## src/rtl/sd_pkg.sv

```systemverilog
// rtl/sd_pkg.sv - SD controller register map, field sizes and command sequencer states
package sd_pkg;

    localparam int CMD_REG_SIZE = 14;
    localparam int INT_CMD_SIZE = 5;

    localparam logic [6:0] ADDR_ARGUMENT = 7'h00;
    localparam logic [6:0] ADDR_COMMAND  = 7'h04;
    localparam logic [6:0] ADDR_RESP0    = 7'h08;
    localparam logic [6:0] ADDR_CMD_ISR  = 7'h34;

    localparam int ISR_CC_BIT = 0;
    localparam int ISR_EI_BIT = 1;

    typedef enum logic [2:0] {
        IDLE,
        WR,
        POLL,
        RD,
        CLR,
        CLR_WAIT,
        DONE
    } seq_state_t;

endpackage

```

## src/rtl/sd_cmd_sequencer.sv

```systemverilog
// rtl/sd_cmd_sequencer.sv - issues one SD command over the byte register bus and returns its result
module sd_cmd_sequencer
    import sd_pkg::*;
#(
    parameter int POLL_LIMIT = 65535
) (
    input  logic                    clk,
    input  logic                    rst,
    input  logic                    req_valid,
    output logic                    req_ready,
    input  logic [CMD_REG_SIZE-1:0] req_cmd,
    input  logic [31:0]             req_arg,
    output logic                    rsp_valid,
    input  logic                    rsp_ready,
    output logic [INT_CMD_SIZE-1:0] rsp_status,
    output logic [31:0]             rsp_resp,
    output logic                    rsp_timeout,
    output logic                    bus_we,
    output logic [6:0]              bus_addr,
    output logic [7:0]              bus_wdata,
    input  logic [7:0]              bus_rdata
);

    localparam int              CNT_W    = $clog2(POLL_LIMIT + 1);
    localparam logic [CNT_W-1:0] CNT_MAX  = CNT_W'(POLL_LIMIT);
    localparam logic [CNT_W-1:0] CNT_LAST = CNT_W'(POLL_LIMIT - 1);

    seq_state_t              state_q, state_d;
    logic [2:0]              idx_q, idx_d;
    logic [CNT_W-1:0]        cnt_q, cnt_d, cnt_inc;
    logic [CMD_REG_SIZE-1:0] cmd_q, cmd_d;
    logic [31:0]             arg_q, arg_d;
    logic [INT_CMD_SIZE-1:0] status_q, status_d;
    logic [31:0]             resp_q, resp_d;
    logic                    timeout_q, timeout_d;
    logic [15:0]             cmd_ext;

    assign cmd_ext     = 16'(cmd_q);
    assign cnt_inc     = (cnt_q == CNT_MAX) ? cnt_q : cnt_q + 1'b1;
    assign rsp_status  = status_q;
    assign rsp_resp    = resp_q;
    assign rsp_timeout = timeout_q;

    // Bus and handshake outputs depend only on registered state, never on bus_rdata
    always_comb begin
        req_ready = (state_q == IDLE);
        rsp_valid = (state_q == DONE);
        bus_we    = 1'b0;
        bus_addr  = 7'h00;
        bus_wdata = 8'h00;
        case (state_q)
            WR: begin
                bus_we = 1'b1;
                case (idx_q)
                    3'd0:    begin bus_addr = ADDR_COMMAND;          bus_wdata = cmd_ext[7:0];  end
                    3'd1:    begin bus_addr = ADDR_COMMAND + 7'd1;   bus_wdata = cmd_ext[15:8]; end
                    3'd2:    begin bus_addr = ADDR_ARGUMENT + 7'd3;  bus_wdata = arg_q[31:24];  end
                    3'd3:    begin bus_addr = ADDR_ARGUMENT + 7'd2;  bus_wdata = arg_q[23:16];  end
                    3'd4:    begin bus_addr = ADDR_ARGUMENT + 7'd1;  bus_wdata = arg_q[15:8];   end
                    default: begin bus_addr = ADDR_ARGUMENT;         bus_wdata = arg_q[7:0];    end
                endcase
            end
            POLL, CLR_WAIT: bus_addr = ADDR_CMD_ISR;
            RD:             bus_addr = ADDR_RESP0 + {5'd0, idx_q[1:0]};
            CLR: begin
                bus_we   = 1'b1;
                bus_addr = ADDR_CMD_ISR;
            end
            default: ;
        endcase
    end

    // Next-state: argument byte0 goes last because writing it launches the command
    always_comb begin
        state_d   = state_q;
        idx_d     = idx_q;
        cnt_d     = cnt_q;
        cmd_d     = cmd_q;
        arg_d     = arg_q;
        status_d  = status_q;
        resp_d    = resp_q;
        timeout_d = timeout_q;
        case (state_q)
            IDLE: begin
                if (req_valid) begin
                    cmd_d     = req_cmd;
                    arg_d     = req_arg;
                    status_d  = '0;
                    resp_d    = '0;
                    timeout_d = 1'b0;
                    idx_d     = 3'd0;
                    state_d   = WR;
                end
            end
            WR: begin
                if (idx_q == 3'd5) begin
                    cnt_d   = '0;
                    state_d = POLL;
                end else begin
                    idx_d = idx_q + 3'd1;
                end
            end
            POLL: begin
                if (bus_rdata[ISR_CC_BIT] || bus_rdata[ISR_EI_BIT]) begin
                    status_d = bus_rdata[INT_CMD_SIZE-1:0];
                    if (bus_rdata[ISR_EI_BIT]) begin
                        resp_d  = '0;
                        state_d = CLR;
                    end else begin
                        idx_d   = 3'd0;
                        state_d = RD;
                    end
                end else if (cnt_q == CNT_LAST) begin
                    timeout_d = 1'b1;
                    status_d  = bus_rdata[INT_CMD_SIZE-1:0];
                    resp_d    = '0;
                    state_d   = CLR;
                end else begin
                    cnt_d = cnt_inc;
                end
            end
            RD: begin
                resp_d[{idx_q[1:0], 3'b000} +: 8] = bus_rdata;
                if (idx_q[1:0] == 2'd3) begin
                    state_d = CLR;
                end else begin
                    idx_d = idx_q + 3'd1;
                end
            end
            CLR: begin
                cnt_d   = '0;
                state_d = CLR_WAIT;
            end
            CLR_WAIT: begin
                // The clear lands on the slower sd_clk, so wait for the register to read back empty
                if (bus_rdata == 8'h00) begin
                    state_d = DONE;
                end else if (cnt_q == CNT_LAST) begin
                    timeout_d = 1'b1;
                    state_d   = DONE;
                end else begin
                    cnt_d = cnt_inc;
                end
            end
            DONE: begin
                if (rsp_ready) begin
                    state_d = IDLE;
                end
            end
            default: state_d = IDLE;
        endcase
    end

    // State and datapath registers; reset drops any command in flight
    always_ff @(posedge clk) begin
        if (rst) begin
            state_q   <= IDLE;
            idx_q     <= 3'd0;
            cnt_q     <= '0;
            cmd_q     <= '0;
            arg_q     <= '0;
            status_q  <= '0;
            resp_q    <= '0;
            timeout_q <= 1'b0;
        end else begin
            state_q   <= state_d;
            idx_q     <= idx_d;
            cnt_q     <= cnt_d;
            cmd_q     <= cmd_d;
            arg_q     <= arg_d;
            status_q  <= status_d;
            resp_q    <= resp_d;
            timeout_q <= timeout_d;
        end
    end

endmodule
```

## config.mk

```make
export PLATFORM = sky130hd
export DESIGN_NAME = sd_cmd_sequencer
export DESIGN_NICKNAME = d
export VERILOG_FILES = /design/src/rtl/sd_pkg.sv /design/src/rtl/sd_cmd_sequencer.sv
export SDC_FILE = /design/constraint.sdc
export NUM_CORES = 1
export LEC_CHECK = 0
export BUFFER_PORTS_ARGS = -buffer_cell sky130_fd_sc_hd__buf_2
export CAP_MARGIN = 20
export CORE_MARGIN = 4
export CORE_UTILIZATION = 47
export CTS_CLUSTER_DIAMETER = 60
export DETAILED_ROUTE_END_ITERATION = 6
export HOLD_SLACK_MARGIN = 0.15
export PLACE_DENSITY = 0.71
export SLEW_MARGIN = 20
export SYNTH_ARGS = -nofsm -noshare
export SYNTH_HDL_FRONTEND = slang
export SYNTH_SLANG_ARGS = --single-unit
```

## constraint.sdc

```tcl
create_clock -name clk -period 2.3 [get_ports clk]
set_input_delay 0.115 -clock clk [delete_from_list [all_inputs] [get_ports clk]]
set_output_delay 0.115 -clock clk [all_outputs]
set_load 0.03 [all_outputs]
```

# Word-level counts from Yosys, hierarchy flattened
# Cells that the tools add are included.
# W data, S select, Z words.
dict set report totals {
  word_cells 101
  input_bits 58
  output_inout_bits 56
  reg_bits 106
}
dict set report op_classes {
  eq_ne 27
  shifts 2
  n_reduce_logical 18
  mux 42
  n_addsub 4
}
# op n
set op_table {}
lappend op_table {{$mux W32} 4}
lappend op_table {{$pmux W32 S3} 1}
lappend op_table {{$mux W16} 5}
lappend op_table {{$pmux W16 S4} 1}
lappend op_table {{$mux W3} 14}
lappend op_table {{$pmux W8 S5} 1}
lappend op_table {{$bwmux W32} 1}
lappend op_table {{$eq A16 B16 Y1 const B} 2}
lappend op_table {{$shift A8 B7 Y32 const A} 1}
lappend op_table {{$shiftx A8 B7 Y32} 1}
lappend op_table {{$pmux W3 S7} 1}
lappend op_table {{$ne A2 B2 Y1 const B} 9}
lappend op_table {{$pmux W6 S3} 1}
lappend op_table {{$add A16 B1 Y16 const B} 1}
lappend op_table {{$eq A3 B3 Y1 const B} 5}
lappend op_table {{$mux W5} 3}
lappend op_table {{$pmux W3 S5} 1}
lappend op_table {{$eq A3 B2 Y1 const B} 4}
lappend op_table {{$pmux W3 S4} 1}
lappend op_table {{$reduce_and A4 Y1} 3}
lappend op_table {{$reduce_and A6 Y1} 2}
lappend op_table {{$pmux W5 S2} 1}
lappend op_table {{$ne A3 B3 Y1 const B} 3}
lappend op_table {{$logic_not A8 Y1} 1}
lappend op_table {{other kinds (18)} 26}

# Logic depth before layout (Yosys ltp)
# Gate-level depths: netlist of the first run.
dict set report logic_depth {
  ltp_word 5
  mapped_depth 9
  depth_no_buf 8
}

# Worst setup path after synthesis of the first run
# No wires, ideal clock.
dict set report synth_path {
  path_kind {register to output}
  from {reg idx_q[0]}
  to {out bus_wdata[0]}
  t_arrival_ns 2.197
  required_ns 2.185
  n_path_buf 1
  stages_incl_launch_ff 8
  setup_slack_ns -0.012
  path_cell_list {dfxtp_1 inv_1 ha_1 nor2_1 nand2_1 mux2_2 buf_1 a211oi_1}
}
dict set report synth_between {
  elab_chain_len 3
  elab_cells_between_ends 7
  classes_between {eq/ne: 4; mux: 2; reduce/logical: 1}
}
# item line
set synth_rtl {}
lappend synth_rtl {{from (decl)} sd_cmd_sequencer.sv:29} ;# logic [2:0] idx_q, idx_d;
lappend synth_rtl {{from (signal assigned)} sd_cmd_sequencer.sv:167} ;# idx_q <= idx_d;
lappend synth_rtl {{$eq A3 B3 Y1 (tied with other cells)} sd_cmd_sequencer.sv:54} ;# case (idx_q)
lappend synth_rtl {{$pmux W8 S5 (*)} sd_cmd_sequencer.sv:54}
lappend synth_rtl {{$mux W8 (*)} sd_cmd_sequencer.sv:51} ;# case (state_q)
lappend synth_rtl {{to (decl)} sd_cmd_sequencer.sv:20} ;# output logic [7:0] bus_wdata,
# Every way passes the cells marked *; elsewhere a longest branch is shown, timed or not.

# Final worst setup path of the first run
dict set report layout_path {
  from {reg idx_q[1]}
  to {out bus_wdata[7]}
}
# Same word-level chain as after synthesis.

==> metrics.cfg, run 1 <==
[setup_path]
cp_common_cell=buf_4
cp_num_buf_inv=2
cp_slowest_cell=dfxtp_4
r2r_slack_ns=0.15
required_ns=2.18
cp_max_fo=5
criticalPathCategory=register to output pin
worst_setup_path_end_kind=output pin
reg2reg_from=cnt_q[0]
reg2reg_depth=8
startpoint_type=register
rr_endpoint=rsp_resp[10]
crit_family=flip-flops
cp.arrival_ns=2.10
cp_cell_sequence=buf_4 > ha_2 > nor2_4 > nand2_2 > mux2_4 > o211ai_1 > o21ai_1 > nor2_1 > buf_4
cpPeakStageDelay_ns=0.38

[clock_tree]
numClockSinks=106
numCtsBuffers=9
clkTransAtPathRegs_ns=0.11
clock_latency_ns=0.37
clock-root-buffer=clkbuf_8
h-tree-depth=3
cts_tree=done
clk_path_buf_depth=2

[run]
drv_cap=0

[synth]
synth_area_sq_mm=0.00485
netlist_instances=610
ys.flop_type=dfxtp_1
synth_area_leaders=dfxtp_1 (44%), nand2_1 (10%), a21oi_1 (7.8%)
yosysMostFrequentCell=nand2_1
ys_ff_latch=106
synth_warnings=0
synth_edf_count=0
synth-seq-area-share=0.438
syn_avg_cell_area_sq_um=7.94
yosysTopAreaCell=dfxtp_1
synth.distinct_cells=54
async_flop_share=0
synth.top_cell.area_share=0.438
synth_common_cells=nand2_1 (135), dfxtp_1 (106), a21oi_1 (76)
syn_nets=676

[sta]
period_minus_slack_ns=2.21
finClkSkew_ns=0.0162
report.final.setup_viol=0
max_slew.worst_pin.slew_ns=0.530
fin_tns_setup_ns=0
max_freq_ghz=0.452
rsz0062_at_grt=yes
slew_violations=0
period_share=0.962
hold_viol=0
slew-limit-headroom=0.643

[place]
dp.cells=844
dpl.hpwl_mm=9.80
placed_cell_area_sq_mm=0.00561
portBuffers=112
gp_congestion=0.859

[worst_hold_path]
hold_end=rsp_resp[22]
hold_class=input pin to register
hold_depth=3
hp-start=rst

[finish]
utilization=0.656
fill_cells=814
n_antenna_cell=0
design_area_sq_mm=0.00650
layout-drive-gt1-share=0.247
area.growth.synth_to_final_pct=34.2
finalNonFillerCells=918
fin_nets=846

[drt]
wl_per_cell_um=15.8
drtIter0Drc=465
drt_wl_total_mm=14.5
ant_nets=0
drc=0
vias=5100
dr.pass1.iters=5
avgViaCountPerCell=5.56

[pwr]
ir_drop_mv=0.452
total_power_uw=5330
power_density_mw_per_mm2=819
leakagePower_uw=0.00266

[floorplan]
start_util=0.489
io_pins=114
die_area_sq_mm=0.0120
die_h_um=110
die_w_um=110
fp.coreArea_sq_mm=0.00991
rows=36

[global_route]
grt_pass1_vias=4706
track_usage=0.238
grt_max_degree=48
grt_first_pass_wirelength_mm=22.9
grt_overflow=0
grt_antenna_before_repair=0

[status]
outcome=finished clean

worst max-delay path by stage:
stage / start / end / slack (ns) / depth (start not counted)
CTS: idx_q[1] / bus_wdata[7] / 0.009 / 9
finish: idx_q[1] / bus_wdata[7] / 0.09 / 9
floorplan: idx_q[0] / bus_wdata[0] / -0.01 / 7
detailed placement: cnt_q[0] / rsp_resp[7] / 0.09 / 8
global placement: cnt_q[0] / rsp_resp[0] / 0.18 / 8
global route: idx_q[1] / bus_wdata[7] / -0.03 / 9
power by group:
group          total [uW]  switching, uW  internal (uW)  leakage (uW)
clock network        1180            641            536      0.000103
registers            2160            126           2030      0.000863
logic                1990           1270            720       0.00170
total                5330           2040           3290       0.00266
layer usage:
metal  routed length (um)  track usage  vias up  part of all wire
met1                 6350        0.318     2393              0.44
met4                  219       0.0748        0             0.015
li1                     -            -     2495                 -
met3                 1020       0.0393       17             0.070
met2                 6960        0.395      195              0.48
met5                    0            0        -                 0
per-stage QoR:
step                setup slack [ns]  hold slack, ns
finish                        0.0878           0.250
floorplan                    -0.0122           0.241
global route                 -0.0279           0.262
CTS                          0.00904           0.229
global placement               0.183           0.356
detailed placement            0.0906           0.361
cells in the final DEF, fill, tap and decap left out, types with 5 or more instances in the layout:
| cell type | count |
|---|---|
| buf_2 | 106 |
| a21oi_1 | 75 |
| or3_1 | 7 |
| nor3_1 | 6 |
| nor2_1 | 34 |
| a22oi_1 | 14 |
| a211oi_1 | 8 |
| inv_1 | 6 |
| clkbuf_8 | 10 |
| buf_4 | 32 |
| nand4_1 | 7 |
| and3_1 | 5 |
| nor2b_1 | 9 |
| a22o_1 | 17 |
| or4_1 | 5 |
| o21ai_0 | 39 |
| nand3_1 | 22 |
| nand2_1 | 134 |
| dlygate4sd3_1 | 55 |
| dfxtp_1 | 104 |
state kept, by name, summed over array words and instances (netlist names):
| name | count |
|---|---|
| cnt_q | 16 |
| rsp_timeout | 1 |
| rsp_status | 5 |
| rsp_resp | 32 |
| arg_q | 32 |
| idx_q | 3 |
| cmd_q | 14 |
| state_q | 3 |
final cells by class:
cell class	count	area (sq um)	share of cell area
clock inverters	6	65.1	0.0100
clock buffers	10	138	0.0212
multi-input cells	460	2640	0.405
flip-flops and latches	106	2130	0.327
well taps	133	166	0.0256
inverters	9	36.3	0.00558
repair buffers	194	1330	0.205
what timing repair did:
item                       4_1_cts  5_1_grt
setup buffers                    0        1
setup endpoints to repair       10       40
pin swaps                        0        3
hold buffers                    55        0
resized for setup                8       25
gates cloned                     0        2
hold endpoints to repair        67        0
kinds of logic (layout without fill, tap and decap cells):
kind of cell             count (synthesis)  count (layout)  synth area share
flip-flops                             106             106             0.438
adder cells (fa/ha/maj)                  8               8            0.0207
AO/OA/AOI/OAI                          180             180             0.231
buffers and inverters                   46             219            0.0390
other                                    1               1          0.000774
AND/OR/NAND/NOR                        264             264             0.257
multiplexers                             5               7            0.0134
tightest hold or removal path, delay by kind of cell:
family          cells  cell delay (ns)
compound gates      1             0.15
buf+inv             1             0.16
simple gates        1             0.17
No activity file was read; power rests on OpenSTA's default activity.
==> run 2: changes to the inputs <==
GPL_TIMING_DRIVEN = 0   (was not set)
==> metrics.cfg, run 2 (synthesized netlist as in run 1, its figures left out) <==
[finish]
finalNonFillerCells=927  ; was 918
fin_nets=855  ; was 846
n_antenna_cell=0  ; unchanged
layout-drive-gt1-share=0.242  ; was 0.247
final_cell_mix=nand2_1 (135), buf_2 (109), dfxtp_1 (102)  ; was nand2_1 (134), buf_2 (106), dfxtp_1 (104)
fill_cells=856  ; was 814
area.growth.synth_to_final_pct=33.8  ; was 34.2%
final_common_cell=nand2_1  ; unchanged

[sta]
timing.final.ws_setup_ns=0.0593  ; was 0.0878 ns
timing.hold.ws_ns=0.302  ; was 0.250 ns
rsz0062_at_grt=yes  ; unchanged
max_slew.worst_pin.slew_ns=0.787  ; was 0.530 ns
max_freq_ghz=0.446  ; was 0.452 GHz
period_share=0.974  ; was 0.962
period_minus_slack_ns=2.24  ; was 2.21 ns
report.final.setup_viol=0  ; unchanged
finClkSkew_ns=0.0141  ; was 0.0162 ns
slew_violations=0  ; unchanged
slew-limit-headroom=0.471  ; was 0.643
hold_viol=0  ; unchanged

[run]
drv_cap=0  ; unchanged

[drt]
wl_per_cell_um=16.3  ; was 15.8 um
ant_nets=0  ; unchanged
avgViaCountPerCell=5.55  ; was 5.56
drt_wl_total_mm=15.1  ; was 14.5 mm
vias=5142  ; was 5100
dr.pass1.iters=5  ; unchanged
drtIter0Drc=367  ; was 465
drc=0  ; unchanged

[global_route]
grt_pass1_vias=4940  ; was 4706
grt_overflow=0  ; unchanged
track_usage=0.252  ; was 0.238
grt_first_pass_wirelength_mm=24.0  ; was 22.9 mm
grt_antenna_before_repair=0  ; unchanged
grt_max_degree=19  ; was 48

[floorplan]
die_h_um=110  ; unchanged
io_pins=114  ; unchanged
die_w_um=110  ; unchanged
fp.coreArea_sq_mm=0.00991  ; unchanged
start_util=0.489  ; unchanged
rows=36  ; unchanged
die_area_sq_mm=0.0120  ; unchanged

[place]
place_ws_ns=-0.0604  ; was 0.0906 ns
dp.cells=855  ; was 844
dpl.hpwl_mm=10.5  ; was 9.80 mm
portBuffers=112  ; unchanged
gp_congestion=0.912  ; was 0.859

[clock_tree]
clock-root-buffer=clkbuf_8  ; unchanged
clkTransAtPathRegs_ns=0.11  ; about the same
cts_tree=done  ; unchanged
numClockSinks=106  ; unchanged
clk_path_buf_depth=2  ; unchanged
clock_latency_ns=0.37  ; about the same
numCtsBuffers=9  ; unchanged
h-tree-depth=3  ; unchanged

[pwr]
seqPwrFrac=0.406  ; was 0.405
leakagePower_uw=0.00261  ; was 0.00266 uW
switching_share=0.400  ; was 0.383
ir_drop_mv=0.478  ; was 0.452 mV
p_int_uw=3200  ; was 3290 uW
p_clk_frac=0.206  ; was 0.221
power_density_mw_per_mm2=821  ; was 819 mW/mm^2
combPwrFrac=0.388  ; was 0.374
p_sw_uw=2130  ; was 2040 uW

[worst_hold_path]
hold_class=input pin to register  ; unchanged

[setup_path]
worst_setup_path_end_kind=output pin  ; unchanged
required_ns=2.18  ; about the same
criticalPathCategory=register to output pin  ; unchanged
cp.arrival_ns=2.13  ; was 2.10 ns
startpoint_type=register  ; unchanged
cp_max_fo=7  ; was 5

[status]
outcome=finished clean  ; unchanged

==> run 2: routing by layer <==
metal | track usage | vias to the layer above | wire [um]
met3 | 0.0364 | 29 | 1090
met5 | 0 | - | 0
li1 | - | 2511 | -
met1 | 0.331 | 2374 | 6470
met4 | 0.0810 | 0 | 354
met2 | 0.424 | 228 | 7150
==> run 2: path summary, 6_finish.rpt <==
kind                            cells after the start  slack (ns)         start      endpoint
worst max-delay path                                9        0.06      idx_q[0]  bus_wdata[0]
worst min-delay path                                4        0.30           rst  rsp_resp[29]
worst max register to register                      8        0.11      cnt_q[0]  rsp_resp[18]
worst min register to register                      2        0.46  rsp_resp[28]  rsp_resp[28]
==> run 2: what timing repair did <==
action	4_1_cts	5_1_grt
endpoints found under the hold margin	66	0
gates resized for setup	25	39
endpoints found under the setup margin	11	90
pin swaps	0	4
buffers inserted	0	2
hold buffers	55	0
==> run 2: cell type report <==
type	instances	area, sq um	area share
buffer	36	185	0.0285
timing repair buffer	169	1150	0.177
clock inverter	6	51.3	0.00791
sequential	106	2130	0.329
multi-input combinational	458	2630	0.406
clock buffer	10	138	0.0212
tap	133	166	0.0257
inverter	9	36.3	0.00559
==> run 2: stage by stage <==
stage / power, uW / util / setup TNS, ns / area, sq um
finish: 5330 / 0.655 / 0 / 6490
global route: 5630 / 0.655 / -0.114 / 6490
CTS: 5170 / 0.644 / 0 / 6380
detailed placement: 3970 / 0.563 / -0.222 / 5580
global placement: 3930 / 0.562 / -0.263 / 5570
floorplan: 3440 / - / -0.0730 / 4850
==> run 2: worst max-delay path: stages (launching register included) <==
cell and delay, ns:
dfxtp_4 0.40, inv_4 0.07, ha_2 0.21, nor2_2 0.10, nand2_1 0.06, mux2_4 0.31, buf_4 0.17, nor2_1 0.18
a211oi_2 0.09, buf_4 0.18
==> run 2: power groups by stage <==
stage / Sequential (uW) / Combinational (uW) / Clock (uW)
finish: 2160 / 2070 / 1100
global route: 2190 / 2260 / 1180
CTS: 2160 / 1910 / 1110
detailed placement: 2200 / 1780 / 0
global placement: 2180 / 1740 / 0
floorplan: 2180 / 1260 / 0
